<file path="config.mk">
export PLATFORM = sky130hd
export DESIGN_NAME = mem_stage
export DESIGN_NICKNAME = d
export VERILOG_FILES = /design/src/rtl/core_pkg.sv /design/src/rtl/lsu_align.sv /design/src/rtl/mem_stage.sv
export SDC_FILE = /design/constraint.sdc
export NUM_CORES = 1
export LEC_CHECK = 0
export CAP_MARGIN = 20
export CORE_MARGIN = 2
export CORE_UTILIZATION = 43
export DETAILED_ROUTE_END_ITERATION = 10
export PLACE_DENSITY = 0.82
export SYNTH_ARGS = -nofsm -noshare
export SYNTH_HDL_FRONTEND = slang
export SYNTH_SLANG_ARGS = --single-unit
export TNS_END_PERCENT = 5
</file>
<file path="constraint.sdc">
create_clock -name clk -period 2.85 [get_ports clk]
set_clock_uncertainty 0.15 [all_clocks]
set_input_delay 0.285 -clock clk [delete_from_list [all_inputs] [get_ports clk]]
set_output_delay 0.285 -clock clk [all_outputs]
set_load 0.005 [all_outputs]
</file>
<file path="src/rtl/core_pkg.sv">
// Shared integer-core definitions: memory access sizes, the MEM-stage state
// type, and the alignment rule used to reject misaligned accesses.
package core_pkg;

  // Access size encodings carried down the pipeline in mem_size
  localparam logic [1:0] MEM_B = 2'd0;
  localparam logic [1:0] MEM_H = 2'd1;
  localparam logic [1:0] MEM_W = 2'd2;
  localparam logic [1:0] MEM_D = 2'd3;

  // Bus handshake state of the memory stage
  typedef enum logic {
    IDLE = 1'b0,
    BUSY = 1'b1
  } mem_state_t;

  // An access is misaligned when the low address bits inside its natural
  // size are non-zero; byte accesses can never be misaligned.
  function automatic logic is_misaligned(input logic [1:0] size,
                                         input logic [2:0] off);
    logic mis;
    mis = 1'b0;
    case (size)
      MEM_H:   mis = off[0];
      MEM_W:   mis = |off[1:0];
      MEM_D:   mis = |off;
      default: mis = 1'b0;
    endcase
    return mis;
  endfunction

endpackage

</file>
<file path="src/rtl/lsu_align.sv">
// Byte-lane steering for the 64-bit data bus: byte enables and shifted write
// data for stores, lane extraction plus sign/zero extension for loads.
// Purely combinational; the store path and the load path are independent so
// the store side can work on the incoming instruction while the load side
// works on the latched in-flight access.
module lsu_align
  import core_pkg::*;
(
  input  logic [1:0]  st_size_i,
  input  logic [2:0]  st_off_i,
  input  logic [63:0] store_data_i,
  input  logic [1:0]  ld_size_i,
  input  logic [2:0]  ld_off_i,
  input  logic        ld_unsigned_i,
  input  logic [63:0] rdata_i,
  output logic [7:0]  be_o,
  output logic [63:0] wdata_o,
  output logic [63:0] ld_data_o
);

  logic [7:0]  be_base;
  logic [63:0] ld_shifted;

  // Store side: size mask and data shifted into the addressed lanes
  always_comb begin
    // NOTE: every variable written here gets a default first so no path can
    // leave it unassigned and infer a latch.
    be_base = 8'h01;
    case (st_size_i)
      MEM_B:   be_base = 8'h01;
      MEM_H:   be_base = 8'h03;
      MEM_W:   be_base = 8'h0F;
      MEM_D:   be_base = 8'hFF;
      default: be_base = 8'h01;
    endcase
    be_o    = be_base << st_off_i;
    wdata_o = store_data_i << {st_off_i, 3'b000};
  end

  // Load side: bring the addressed lanes down to bit 0, then extend
  always_comb begin
    ld_shifted = rdata_i >> {ld_off_i, 3'b000};
    ld_data_o  = ld_shifted;
    case (ld_size_i)
      MEM_B:   ld_data_o = ld_unsigned_i ? {56'd0, ld_shifted[7:0]}
                                         : {{56{ld_shifted[7]}}, ld_shifted[7:0]};
      MEM_H:   ld_data_o = ld_unsigned_i ? {48'd0, ld_shifted[15:0]}
                                         : {{48{ld_shifted[15]}}, ld_shifted[15:0]};
      MEM_W:   ld_data_o = ld_unsigned_i ? {32'd0, ld_shifted[31:0]}
                                         : {{32{ld_shifted[31]}}, ld_shifted[31:0]};
      default: ld_data_o = ld_shifted;
    endcase
  end

endmodule

</file>
<file path="src/rtl/mem_stage.sv">
// RV64 memory-access stage. Passes ALU results through to write-back, and
// runs loads/stores over a single-outstanding req/ack bus, stalling the front
// of the pipeline while an access is in flight. Holds the MEM/WB register.
module mem_stage
  import core_pkg::*;
#(
  parameter int ADDR_W = 64,
  parameter int DATA_W = 64
) (
  input  logic              clk,
  input  logic              rst,
  input  logic [DATA_W-1:0] result_i,
  input  logic [4:0]        reg_write_addr_i,
  input  logic              reg_write_enable_i,
  input  logic              mem_valid_i,
  input  logic              mem_rw_i,
  input  logic [1:0]        mem_size_i,
  input  logic              mem_unsigned_i,
  input  logic [DATA_W-1:0] store_data_i,
  output logic              bus_req_o,
  output logic              bus_we_o,
  output logic [ADDR_W-1:0] bus_addr_o,
  output logic [7:0]        bus_be_o,
  output logic [DATA_W-1:0] bus_wdata_o,
  input  logic              bus_ack_i,
  input  logic [DATA_W-1:0] bus_rdata_i,
  output logic [DATA_W-1:0] wb_data_o,
  output logic [4:0]        wb_reg_addr_o,
  output logic              wb_reg_we_o,
  output logic              misaligned_o,
  output logic              stall_req_o
);

  mem_state_t        state_q, state_d;

  // Bus request registers, held stable for the whole BUSY period
  logic              bus_req_q,   bus_req_d;
  logic              bus_we_q,    bus_we_d;
  logic [ADDR_W-1:0] bus_addr_q,  bus_addr_d;
  logic [7:0]        bus_be_q,    bus_be_d;
  logic [DATA_W-1:0] bus_wdata_q, bus_wdata_d;

  // Latched view of the in-flight load, needed when the ack returns
  logic [2:0]        off_q,       off_d;
  logic [1:0]        size_q,      size_d;
  logic              uns_q,       uns_d;
  logic [4:0]        rd_q,        rd_d;
  logic              rd_we_q,     rd_we_d;

  // MEM/WB register
  logic [DATA_W-1:0] wb_data_q,   wb_data_d;
  logic [4:0]        wb_addr_q,   wb_addr_d;
  logic              wb_we_q,     wb_we_d;
  logic              mis_q,       mis_d;

  logic              stall_req;
  logic              in_misaligned;
  logic [7:0]        st_be;
  logic [DATA_W-1:0] st_wdata;
  logic [DATA_W-1:0] ld_data;

  assign in_misaligned = is_misaligned(mem_size_i, result_i[2:0]);

  lsu_align u_align (
    .st_size_i     (mem_size_i),
    .st_off_i      (result_i[2:0]),
    .store_data_i  (store_data_i),
    .ld_size_i     (size_q),
    .ld_off_i      (off_q),
    .ld_unsigned_i (uns_q),
    .rdata_i       (bus_rdata_i),
    .be_o          (st_be),
    .wdata_o       (st_wdata),
    .ld_data_o     (ld_data)
  );

  // Next-state, bus and write-back decisions for the IDLE/BUSY handshake
  always_comb begin
    state_d     = state_q;
    bus_req_d   = bus_req_q;
    bus_we_d    = bus_we_q;
    bus_addr_d  = bus_addr_q;
    bus_be_d    = bus_be_q;
    bus_wdata_d = bus_wdata_q;
    off_d       = off_q;
    size_d      = size_q;
    uns_d       = uns_q;
    rd_d        = rd_q;
    rd_we_d     = rd_we_q;
    wb_data_d   = wb_data_q;
    wb_addr_d   = wb_addr_q;
    wb_we_d     = 1'b0;
    mis_d       = 1'b0;
    stall_req   = 1'b0;

    case (state_q)
      IDLE: begin
        if (!mem_valid_i) begin
          // Plain ALU instruction: one-cycle pass-through to write-back
          wb_data_d = result_i;
          wb_addr_d = reg_write_addr_i;
          wb_we_d   = reg_write_enable_i;
        end else if (in_misaligned) begin
          // Rejected access: flag it, suppress the register write
          mis_d     = 1'b1;
          wb_addr_d = reg_write_addr_i;
        end else begin
          // Accept: freeze the front end now, issue the request next edge
          stall_req   = 1'b1;
          state_d     = BUSY;
          bus_req_d   = 1'b1;
          bus_we_d    = mem_rw_i;
          bus_addr_d  = {result_i[ADDR_W-1:3], 3'b000};
          bus_be_d    = st_be;
          bus_wdata_d = st_wdata;
          off_d       = result_i[2:0];
          size_d      = mem_size_i;
          uns_d       = mem_unsigned_i;
          rd_d        = reg_write_addr_i;
          rd_we_d     = reg_write_enable_i;
        end
      end
      BUSY: begin
        if (!bus_ack_i) begin
          stall_req = 1'b1;
        end else begin
          state_d   = IDLE;
          bus_req_d = 1'b0;
          if (!bus_we_q) begin
            wb_data_d = ld_data;
            wb_addr_d = rd_q;
            wb_we_d   = rd_we_q;
          end
        end
      end
      default: state_d = IDLE;
    endcase
  end

  // State and pipeline registers with synchronous reset
  always_ff @(posedge clk) begin
    // NOTE: sequential state uses non-blocking assignments so every flop
    // samples the pre-edge values regardless of statement order.
    if (rst) begin
      state_q     <= IDLE;
      bus_req_q   <= 1'b0;
      bus_we_q    <= 1'b0;
      bus_addr_q  <= '0;
      bus_be_q    <= '0;
      bus_wdata_q <= '0;
      off_q       <= '0;
      size_q      <= '0;
      uns_q       <= 1'b0;
      rd_q        <= '0;
      rd_we_q     <= 1'b0;
      wb_data_q   <= '0;
      wb_addr_q   <= '0;
      wb_we_q     <= 1'b0;
      mis_q       <= 1'b0;
    end else begin
      state_q     <= state_d;
      bus_req_q   <= bus_req_d;
      bus_we_q    <= bus_we_d;
      bus_addr_q  <= bus_addr_d;
      bus_be_q    <= bus_be_d;
      bus_wdata_q <= bus_wdata_d;
      off_q       <= off_d;
      size_q      <= size_d;
      uns_q       <= uns_d;
      rd_q        <= rd_d;
      rd_we_q     <= rd_we_d;
      wb_data_q   <= wb_data_d;
      wb_addr_q   <= wb_addr_d;
      wb_we_q     <= wb_we_d;
      mis_q       <= mis_d;
    end
  end

  assign bus_req_o     = bus_req_q;
  assign bus_we_o      = bus_we_q;
  assign bus_addr_o    = bus_addr_q;
  assign bus_be_o      = bus_be_q;
  assign bus_wdata_o   = bus_wdata_q;
  assign wb_data_o     = wb_data_q;
  assign wb_reg_addr_o = wb_addr_q;
  assign wb_reg_we_o   = wb_we_q;
  assign misaligned_o  = mis_q;
  assign stall_req_o   = stall_req;

endmodule
</file>
Word level (Yosys, flattened, before mapping) --
Index checks and enable logic that the tools add are counted.
Storage, ports and cells: flip-flop bits (word level) 219, input port bits 206
Cells by class: eq/ne operators 11, shift-type cells 3, muxes and demuxes 28, bitwise operators 3, reduce and logical (&&, ||, !) cells 9
Operator list (number):
- $mux 64 | 6
- $pmux 64 s3 | 1
- $pmux 64 s2 | 1
- $shl 64x6->64 | 1
- $shr 64x6->64 | 1
- $pmux 8 s4 | 1
- $mux 5 | 4
- $reduce_and 3->1 | 4
- $mux 1 | 10
- $ne 2x2->1 const B | 5
- $pmux 5 s2 | 1
- $shl 8x3->8 | 1
- $eq 2x2->1 const B | 3
- $pmux 1 s2 | 3
- $reduce_or 3->1 | 2
- $eq 2x1->1 const B | 2
- $logic_not 2->1 | 2
- $ne 3x3->1 const B | 1
- $not 1->1 | 3
- $pmux 1 s3 | 1
- $reduce_or 2->1 | 1

Depth between registers and ports, before layout --
Gate-level depths: netlist (run 1).
depth in word-level cells 6, mapped depth 8, gate-level depth less buffers 5

By module --
Synthesis (run 1) repeated with hierarchy kept, for this count alone.
Second synthesis, totals: cell total of the unflattened synthesis 1487, area, all modules 12340.6 sq um
By module, submodules not included:
- mem_stage | times used 1, cells each 977, area each 8235.4 sq um, seq. area each 4384.2 sq um
- lsu_align | times used 1, cells each 510, area each 4105.2 sq um, seq. area each 0.0 sq um

Least setup slack after synthesis (run 1) --
Ideal clock, no wire load.
path kind flip-flop to flip-flop, start point reg off_q[1], end point reg wb_data_q[40], in the netlist wb_data_o[40], setup time 87 ps, data arrival time 1994 ps, required time 2613 ps, slack 619 ps, cell stages (with the launch flop) 8, path buffers 2, cell sequence dfxtp_1 buf_4 nand2b_1 mux4_2 nor4b_4 a211oi_2 buf_6 a221oi_2
On the way: word-level cells in the longest chain between the ends 6
Ends and longest elaborated chain:
- start, declared | RTL line mem_stage.sv:44 | logic [2:0] off_q, off_d;
- start signal, assigned | RTL line mem_stage.sv:151 | off_q <= '0;
- start signal, assigned | RTL line mem_stage.sv:167 | off_q <= off_d;
- $shr 64x6->64 * | RTL line lsu_align.sv:42 | ld_shifted = rdata_i >> {ld_off_i, 3'b000};
- $mux 64, on equally long branches | RTL line lsu_align.sv:49, lsu_align.sv:45, lsu_align.sv:47
- $pmux 64 s3 * | RTL line lsu_align.sv:44 | case (ld_size_i)
- $mux 64 * | RTL line mem_stage.sv:129 | if (!bus_we_q) begin
- $mux 64 * | RTL line mem_stage.sv:124 | if (!bus_ack_i) begin
- $pmux 64 s2 * | RTL line mem_stage.sv:96 | case (state_q)
- end signal, assigned | RTL line mem_stage.sv:172 | wb_data_q <= wb_data_d;
- end, declared | RTL line mem_stage.sv:51 | logic [DATA_W-1:0] wb_data_q, wb_data_d;
Mark *: on every way between the ends. The rest lies on a longest branch, timed or not. The select of a mux whose other input is x is not followed. A chain may end at the register's enable or synchronous reset.

Worst setup path after layout (run 1) --
start point reg off_q[1], end point reg wb_data_q[42], in the netlist wb_data_o[42]
The elaborated chain is that of the path after synthesis.

==> metrics.md, run 1 <==
| Metric | Value |
|---|---|
| Number of H-tree levels | `1` |
| Post-Syn Area | `about 0.012 mm^2` |
| Area delta synth->final | `46.3%` |
| Detailed-route DRC error count | `0` |
| Hold_sp | `mem_unsigned_i` |
| Largest net degree at the start of global routing | `137` |
| Outcome | `complete, no violations` |
| Max-Cap Viols | `0` |
| Total power | `8.73 mW` |
| Nets | `1973` |
| DP Wirelength | `around 36 mm` |
| Die W | `168 um` |
| Leak pwr | `between 5 and 6 nW` |
| Placer Congestion | `between 0.9 and 1` |
| RSZ-0062 raised after global routing | `false` |
| Worst Hold Class | `primary input to register` |
| Crit path time final | `2.72 ns` |
| DR WL/cell | `22.9 um` |
| Die height | `168 um` |
| Worst path bufs/invs | `1` |
| Initial Util | `44.0%` |
| Critical-path cell list | `mux2i_1 -> mux4_2 -> nor4b_4 -> a211oi_4 -> buf_12 -> a221oi_2` |
| Share of cells above drive strength 1 | `9.81%` |
| Ys async rst share | `0%` |
| Bufs on Longest Clock Path | `3` |
| Startpoint types | `register` |
| Fillcell total | `2185` |
| WL final | `48.5 mm` |
| Worst Max-Slew Pin Slew | `1.06 ns` |
| Vias post-DR | `around 13000` |
| Hold Vio Cnt, Final | `0` |
| Setup crit end kind | `register` |
| # IOs | `416` |
| Worst EP required | `between 3 and 4 ns` |
| Number of setup buffers added after CTS | `0` |
| Seq/Total Area, Yosys | `between 30% and 40%` |
| Yosys cell types | `52` |
| First drt pass iteration count | `5` |
| Slowest CP cell | `a211oi_4` |
| Crit path largest cell delay | `0.88 ns` |
| Core footprint | `between 0.02 and 0.03 mm^2` |
| Register clock-pin slew on the reported worst setup and hold paths | `0.07 ns` |
| Total track usage | `33.2%` |
| Final Max Tran Viols | `0` |
| Clock sink count | `219` |
| Vias per Instance | `5.90` |
| Die Area | `approximately 0.028 mm^2` |
| Commonest non-fill, non-tap cell in the layout | `clkdlybuf4s50_1` |
| Area of the multi-input gates | `0.00660 mm^2` |
| Power Density | `519 mW/mm^2` |
| Global-route wire length before repair | `73.0 mm` |
| #FFs+latches synth | `219` |
| Final setup violation count | `0` |
| Fin util | `64.4%` |
| Number of I/O port buffers | `412` |
| Tcrit/Tclk final | `95.5%` |
| Maximum vdd ir drop | `0.000477 V` |
| Largest delay share family, worst path | `compound AO/OA/AOI/OAI gates` |
| Register area | `0.00439 mm^2` |
| Worst Path Arrival | `roughly 3.0 ns` |
| Crit Path Class | `register to register` |
| Routed Antenna Nets | `0` |
| Detailed Route Iter0 Violations | `between 1000 and 1500` |
| Worst-Skew Late Latency | `0.53 ns` |
| Standard-cell row count | `59` |
| Most common flop cell mapped by yosys | `dfxtp_1` |
| Vias in the first global route | `roughly 12000` |
| Ys Warns | `0` |
| Setup_tns | `0 ns` |
| CTS tree | `yes` |
| Syn_area_per_cell | `about 8.1 um^2` |
| Worst relative slew slack | `between 20% and 30%` |
| Pre-CTS setup slack | `-0.0427 ns` |
| Commonest cells after routing, fill and taps aside | `clkdlybuf4s50_1 (408), nand2_1 (293), dfxtp_1 (216)` |
| GRT overflow | `0` |
| Initial antenna violation count | `3` |
| Reg-to-Reg Start | `off_q[1]` |
| Root Driver | `clkbuf_16` |
| Crit path from | `off_q[1]` |
| Worst Path Max Fanout | `14` |
| Post-synth EDFFs | `0` |
| Final setup margin | `~0.13 ns` |
| Number of buffers created by CTS | `25` |
| Post-Syn Instances | `1415` |
| Max frequency | `367 MHz` |
## flip-flops by register name (all words and copies together) (netlist names)
| register | cells |
|---|---|
| state_q | 1 |
| misaligned_o | 1 |
| wb_data_o | 64 |
| bus_we_o | 1 |
| bus_be_o | 8 |
| size_q | 2 |
| rd_q | 5 |
| bus_addr_o | 61 |
| rd_we_q | 1 |
| wb_reg_addr_o | 5 |
| uns_q | 1 |
| bus_req_o | 1 |
| wb_reg_we_o | 1 |
| bus_wdata_o | 64 |
| off_q | 3 |
## through the flow
step / cell area, um^2 / std cells / hold slack, ns
2_1_floorplan: 11500 / 1417 / 0.271
3_3_place_gp: 16000 / 2072 / 0.276
3_5_place_dp: 16000 / 2072 / 0.293
4_1_cts: 16800 / 2118 / 0.148
5_1_grt: 16800 / 2119 / 0.169
6_report: 16800 / 2119 / 0.153
## per-layer routing
metal	vias to the layer above	track usage (%)	wire, um
met5	-	0	23
met4	4	16.9	2600
met3	146	8.93	4840
met2	673	57.0	23400
met1	5909	38.2	17700
li1	5768	-	-
## final timing paths
kind | cells after the start | slack [ns] | endpoint
min | 3 | 0.15 | uns_q
max | 6 | 0.13 | wb_data_o[42]
max reg2reg | 6 | 0.13 | wb_data_o[42]
min reg2reg | 2 | 0.30 | wb_data_o[15]
## area by class of cell
| cell class | count | area share (%) |
|---|---|---|
| Antenna cell | 1 | 0.0149 |
| Clock buffer | 33 | 4.19 |
| Clock inverter | 10 | 0.781 |
| Inverter | 3 | 0.0669 |
| Multi-Input combinational cell | 1059 | 39.2 |
| Sequential cell | 219 | 26.1 |
| Tap cell | 335 | 2.49 |
| Timing Repair Buffer | 459 | 27.2 |
## cells in the mapped netlist (all sizes together) (16+ instances only)
cell type  instances  area share (%)
a211oi            38             2.5
a21boi            16             1.0
a21oi            159             6.9
a221oi            33             4.1
a22oi             16             1.0
buf               28             1.3
clkbuf           108             3.5
dfxtp            219              38
mux2              41             4.0
mux2i            100             8.7
nand2            293             9.6
nand3             17            0.74
nor2              80             2.6
o21ai            108             4.7
## power breakdown
part | switching (mW) | internal, mW | total (mW)
combinational | 1.00 | 0.982 | 1.99
sequential | 0.128 | 3.26 | 3.39
clock | 1.35 | 2.00 | 3.36
## tightest hold or removal path, cell delays in order
cell,delay (ns)
clkdlybuf4s50_1,0.40
nand2_1,0.06
a21oi_1,0.05
## cells by family after synthesis
family	Yosys count	share of synthesized area [%]
and+or+nand+nor	446	16.1
muxes	143	13.1
DFF	219	38.1
other	1	0.0326
AOI/OAI and AO/OA	467	27.7
buffers and inverters	139	4.97
## repair_timing
item	CTS	global route
setup endpoints to repair	0	21
resized for setup	0	2
hold buffers	3	0
hold endpoints to repair	26	0
No activity file was read; power rests on OpenSTA's default activity.
==> inputs of run 2 (changes only) <==
--- a/config.mk
+++ b/config.mk
@@ -10,6 +10,7 @@
 export CORE_UTILIZATION = 43
 export DETAILED_ROUTE_END_ITERATION = 10
 export PLACE_DENSITY = 0.82
+export SETUP_SLACK_MARGIN = 0.3
 export SYNTH_ARGS = -nofsm -noshare
 export SYNTH_HDL_FRONTEND = slang
 export SYNTH_SLANG_ARGS = --single-unit
==> run 2 against run 1 <==
Final area increased by 0.22%. First-iteration DRC count is 6.5% lower. Worst setup slack better by 0.14 ns. Routed wire length increased by 0.17%. Power is 0.12% higher. Largest power group unchanged.
==> metrics.md, run 2 (synthesis results as in run 1) <==
| Metric | Value |
|---|---|
| RSZ-0062 raised after global routing | `true` |
| WHS | `0.153 ns (+0.0000840 ns)` |
| # IOs | `416 (unchanged)` |
| Leak pwr | `5.96 nW (about the same)` |
| Clock sink count | `219 (unchanged)` |
| Fin util | `64.5% (+0.14 points)` |
| Root Driver | `clkbuf_16` |
| Tcrit/Tclk final | `90.5% (-5.0 points)` |
| Worst Max-Slew Pin Slew | `0.998 ns (-0.0671 ns)` |
| Global-route wire length before repair | `73.0 mm (about the same)` |
| Worst Path Arrival | `2.84 ns (-0.11 ns)` |
| Outcome | `complete, no violations` |
| Number of buffers created by CTS | `25 (unchanged)` |
| Maximum vdd ir drop | `0.000476 V (-0.12%)` |
| Fillcell total | `2183 (-0.092%)` |
| Worst Hold Class | `primary input to register` |
| Vias post-DR | `12600 (+0.58%)` |
| Commonest cells after routing, fill and taps aside | `clkdlybuf4s50_1 (408), nand2_1 (293), dfxtp_1 (216)` |
| Vias in the first global route | `12200 (+0.033%)` |
| Detailed-route DRC error count | `0 (unchanged)` |
| Worst Path Max Fanout | `46 (+32)` |
| Final Max Tran Viols | `0 (unchanged)` |
| Detailed Route Iter0 Violations | `1180 (-6.5%)` |
| Number of H-tree levels | `1 (unchanged)` |
| Routed Antenna Nets | `0 (unchanged)` |
| Share of cells above drive strength 1 | `9.92% (+0.10 points)` |
| Number of I/O port buffers | `412 (unchanged)` |
| Die W | `168 um (unchanged)` |
| DR WL/cell | `22.9 um (about the same)` |
| Crit path time final | `2.58 ns (-0.144 ns)` |
| Placer Congestion | `0.951 (unchanged)` |
| GRT overflow | `0 (unchanged)` |
| Max frequency | `388 MHz (+5.6%)` |
| Pre-CTS setup slack | `-0.0427 ns (unchanged)` |
| Worst relative slew slack | `32.9% (+4.1 points)` |
| CTS tree | `yes` |
| Vias per Instance | `5.93 (+0.48%)` |
| Startpoint types | `register` |
| Commonest non-fill, non-tap cell in the layout | `clkdlybuf4s50_1` |
| Final setup margin | `0.272 ns (+0.144 ns)` |
| Register clock-pin slew on the reported worst setup and hold paths | `0.07 ns (about the same)` |
| Area delta synth->final | `46.6%` |
| Largest net degree at the start of global routing | `137 (unchanged)` |
| Final setup violation count | `0 (unchanged)` |
| Crit Path Class | `register to register` |
| Power Density | `518 mW/mm^2 (about the same)` |
| Core footprint | `0.0261 mm^2 (unchanged)` |
| Initial antenna violation count | `3 (unchanged)` |
| Bufs on Longest Clock Path | `3 (unchanged)` |
| WL final | `48.6 mm (+0.17%)` |
| Die height | `168 um (unchanged)` |
| Worst EP required | `3.11 ns (+0.03 ns)` |
| First drt pass iteration count | `5 (unchanged)` |
| Nets | `1975 (+0.10%)` |
| DP Wirelength | `35.9 mm (unchanged)` |
| Hold Vio Cnt, Final | `0 (unchanged)` |
| Initial Util | `44.0% (unchanged)` |
| Setup_tns | `0 ns (unchanged)` |
| Total track usage | `33.2% (about the same)` |
| Standard-cell row count | `59 (unchanged)` |
| Max-Cap Viols | `0 (unchanged)` |
| Setup crit end kind | `register` |
| Die Area | `0.0281 mm^2 (unchanged)` |
| Worst-Skew Late Latency | `0.53 ns (about the same)` |
==> run 2: cell count changes in the layout (fill, tap and decap cells not counted), sizes merged <==
cell,before,now
buf,47,49
dlygate4sd2,0,1
dlymetal6s2s,1,0
==> run 2: worst max-delay path: stages, from the launching register on <==
cell and delay, ns:
dfxtp_2 0.46, buf_4 0.63, nor2b_1 0.30, a2bb2oi_1 0.43, a21oi_1 0.13, a21oi_1 0.25
o21ai_0 0.10
==> run 2: layer usage <==
| layer | track usage, % | up-vias | share of wire, % |
|---|---|---|---|
| met3 | 8.93 | 156 | 9.6 |
| met2 | 57.0 | 656 | 48 |
| met5 | 0 | - | 0.047 |
| li1 | - | 5789 | - |
| met4 | 16.9 | 4 | 5.5 |
| met1 | 38.2 | 5967 | 37 |
==> run 2: final cells by class <==
cell class,instances,area (um^2),area share (%)
antenna,1,2.50,0.0148
clock buffer,33,706,4.18
clock inverter,10,131,0.779
inverter,3,11.3,0.0668
multi-input combinational,1059,6600,39.1
sequential,219,4390,26.0
tap,335,419,2.49
timing repair buffer,461,4610,27.3
==> run 2: stage by stage <==
step	cells	power, mW	instance area [um^2]
floorplan	1417	4.32	11500
global placement	2072	5.37	16000
detailed placement	2072	5.40	16000
CTS	2117	8.74	16800
global route	2121	9.04	16900
finish	2121	8.74	16900
==> run 2: timing repair <==
item	4_1_cts	5_1_grt
endpoints found under the setup margin	32	53
hold endpoints to repair	26	4
pin swaps	1	1
setup buffers	0	2
hold buffers	2	1
gates resized for setup	2	0
==> run 2: path summary, 6_finish.rpt <==
path	start	end	slack, ns	cells after the start
worst max-delay path	off_q[1]	wb_data_o[9]	0.27	6
worst min-delay path	mem_unsigned_i	uns_q	0.15	3
worst max register to register	off_q[1]	wb_data_o[9]	0.27	6
worst min register to register	wb_data_o[15]	wb_data_o[15]	0.30	2
==> run 2: power breakdown <==
| group | internal, mW | switching, mW |
|---|---|---|
| Clock | 2.00 | 1.36 |
| Combinational | 0.988 | 1.01 |
| Sequential | 3.26 | 0.128 |
==> inputs of run 3 (changes only) <==
--- a/config.mk
+++ b/config.mk
@@ -6,10 +6,11 @@
 export NUM_CORES = 1
 export LEC_CHECK = 0
 export CAP_MARGIN = 20
+export CORE_ASPECT_RATIO = 0.7
 export CORE_MARGIN = 2
 export CORE_UTILIZATION = 43
 export DETAILED_ROUTE_END_ITERATION = 10
-export PLACE_DENSITY = 0.82
+export PLACE_DENSITY = 0.77
 export SETUP_SLACK_MARGIN = 0.3
 export SYNTH_ARGS = -nofsm -noshare
 export SYNTH_HDL_FRONTEND = slang
==> run 3 against run 2 <==
Global-route usage rose by 0.17 points. Worst setup slack better by 0.042 ns. Clock power is 9.2% lower. Combinational power rose by 2%. Sequential cell count unchanged. Utilization down 1.0 points. Largest cell class unchanged.
==> metrics.md, run 3 (synthesis results as in run 1) <==
| Metric | Value |
|---|---|
| Outcome | `complete, no violations` |
| Hold_sp | `rst` |
| # IOs | `416 (unchanged)` |
| R2R depth | `6 (unchanged)` |
| CTS tree | `yes` |
| Register area | `0.00439 mm^2 (about the same)` |
| Fillcell total | `2359 (+8.1%)` |
| Power Density | `502 mW/mm^2 (-3.1%)` |
| Number of H-tree levels | `1 (unchanged)` |
| Global-route wire length before repair | `71.7 mm (-1.7%)` |
| Largest delay share family, worst path | `compound AO/OA/AOI/OAI gates` |
| Initial Util | `43.4% (-0.65 points)` |
| Total track usage | `33.4% (+0.17 points)` |
| Initial antenna violation count | `2 (-1)` |
| Detailed Route Iter0 Violations | `1126 (-4.6%)` |
| Vias per Instance | `5.79 (-2.3%)` |
| RSZ-0062 raised after global routing | `true` |
| Root Driver | `clkbuf_16` |
| Crit Path Class | `register to register` |
| WL final | `49.1 mm (+1.0%)` |
| Area delta synth->final | `46.5% (about the same)` |
| DP Wirelength | `37.4 mm (+4.3%)` |
| Crit path time final | `2.54 ns (-0.0420 ns)` |
| Final setup violation count | `0 (unchanged)` |
| Area of the multi-input gates | `0.00659 mm^2 (about the same)` |
| Reg-to-Reg Start | `off_q[1]` |
| Commonest cells after routing, fill and taps aside | `clkdlybuf4s50_1 (409), nand2_1 (293), dfxtp_1 (216)` |
| Vias in the first global route | `11400 (-6.5%)` |
| Final Max Tran Viols | `0 (unchanged)` |
| Worst relative slew slack | `57.6% (+25 points)` |
| Worst hold stages | `2 (-1)` |
| Die W | `200 um (+19%)` |
| Setup_tns | `0 ns (unchanged)` |
| Largest net degree at the start of global routing | `126 (-8.0%)` |
| Tcrit/Tclk final | `89.0% (-1.5 points)` |
| Slowest CP cell | `a2bb2oi_1` |
| Worst-Skew Late Latency | `0.51 ns (-0.02 ns)` |
| Worst path bufs/invs | `1 (unchanged)` |
| Nets | `1972 (-0.15%)` |
| Bufs on Longest Clock Path | `3 (unchanged)` |
| Inserted Diodes | `0 (-1)` |
| Number of buffers created by CTS | `23 (-8.0%)` |
| Core footprint | `0.0265 mm^2 (+1.5%)` |
| Max frequency | `394 MHz (+1.7%)` |
| Hold Vio Cnt, Final | `0 (unchanged)` |
| Startpoint types | `register` |
| Fin util | `63.5% (-1.0 points)` |
| Max-Cap Viols | `0 (unchanged)` |
| Maximum vdd ir drop | `0.000404 V (-15%)` |
| Die Area | `0.0281 mm^2 (about the same)` |
| First drt pass iteration count | `7 (+2)` |
| Crit path largest cell delay | `0.55 ns (-0.08 ns)` |
| Leak pwr | `5.93 nW (-0.45%)` |
| Number of I/O port buffers | `412 (unchanged)` |
| Standard-cell row count | `50 (-15%)` |
| Worst Max-Slew Pin Slew | `0.636 ns (-0.362 ns)` |
| Vias post-DR | `12400 (-1.3%)` |
| Hold EP | `bus_be_o[4]` |
| Worst EP required | `3.09 ns (-0.02 ns)` |
| Critical-path cell list | `buf_12 -> mux2i_1 -> a2bb2oi_1 -> a21oi_1 -> a21oi_1 -> o21ai_0` |
| Clock sink count | `219 (unchanged)` |
| Most frequent CP cell | `a21oi_1` |
| DR WL/cell | `22.9 um (about the same)` |
| Worst Path Max Fanout | `45 (-2.2%)` |
| Routed Antenna Nets | `0 (unchanged)` |
| Register clock-pin slew on the reported worst setup and hold paths | `0.06 ns (about the same)` |
| Post-cts hold buffer count | `0 (-2)` |
| Commonest non-fill, non-tap cell in the layout | `clkdlybuf4s50_1` |
| GRT overflow | `0 (unchanged)` |
| Reg2reg end | `wb_data_o[12]` |
| Placer Congestion | `1.01 (+6.4%)` |
| Die height | `141 um (-16%)` |
| Worst Hold Class | `primary input to register` |
| Detailed-route DRC error count | `0 (unchanged)` |
| Flop2flop setup slack | `0.31 ns (+0.04 ns)` |
| Share of cells above drive strength 1 | `9.78% (-0.14 points)` |
| Worst Path Arrival | `2.77 ns (-0.07 ns)` |
| Setup crit end kind | `register` |
## run 3: changes by cell type in the layout (fill, tap and decap cells not counted), moves of 2 or more
| cell | change |
|---|---|
| dlygate4sd3_1 | -3 |
| buf_4 | -3 |
| clkbuf_16 | -2 |
| buf_12 | +5 |
## run 3: repair_timing
| item | in CTS | in global routing |
|---|---|---|
| pin swaps | 1 | 0 |
| hold endpoints to repair | 0 | 0 |
| setup buffers | 1 | 0 |
| gates resized for setup | 1 | 1 |
| cloned | 0 | 0 |
| setup endpoints to repair | 1 | 11 |
## run 3: cell type report
cell class	count	area share (%)
clock buffers	31	3.89
clock inverters	8	0.549
inverters	3	0.0668
multi-input cells	1059	39.1
flip-flops and latches	219	26.0
well taps	364	2.70
repair buffers	460	27.6
## run 3: routing by layer
metal	track usage (%)	part of all wire [%]	up-vias
li1	-	-	5782
met1	50.7	46	5948
met2	48.7	42	610
met5	0	0	-
met4	8.11	2.8	0
met3	5.77	9.2	71
## run 3: per-stage QoR
step	std cells	power (mW)	hold slack [ns]	setup slack (ns)	cell area, um^2
floorplan	1417	4.32	0.271	0.619	11500
global placement	2104	5.41	0.276	0.289	16100
detailed placement	2104	5.44	0.279	0.220	16100
CTS	2144	8.47	0.0922	0.329	16800
global route	2144	8.76	0.122	0.196	16900
finish	2144	8.46	0.115	0.314	16900
## run 3: worst max-delay path by stage
stage,depth (start not counted),slack (ns),start,end
CTS,6,0.33,off_q[0],wb_data_o[25]
detailed placement,7,0.22,bus_rdata_i[55],wb_data_o[25]
floorplan,7,0.62,off_q[1],wb_data_o[40]
finish,6,0.31,off_q[1],wb_data_o[12]
global route,6,0.20,off_q[1],wb_data_o[25]
global placement,6,0.29,result_i[2],bus_wdata_o[36]
## run 3: where the power goes
group	internal [mW]	total [mW]	switching [mW]
clock	1.78	3.05	1.26
combinational	0.999	2.03	1.03
sequential	3.26	3.39	0.129
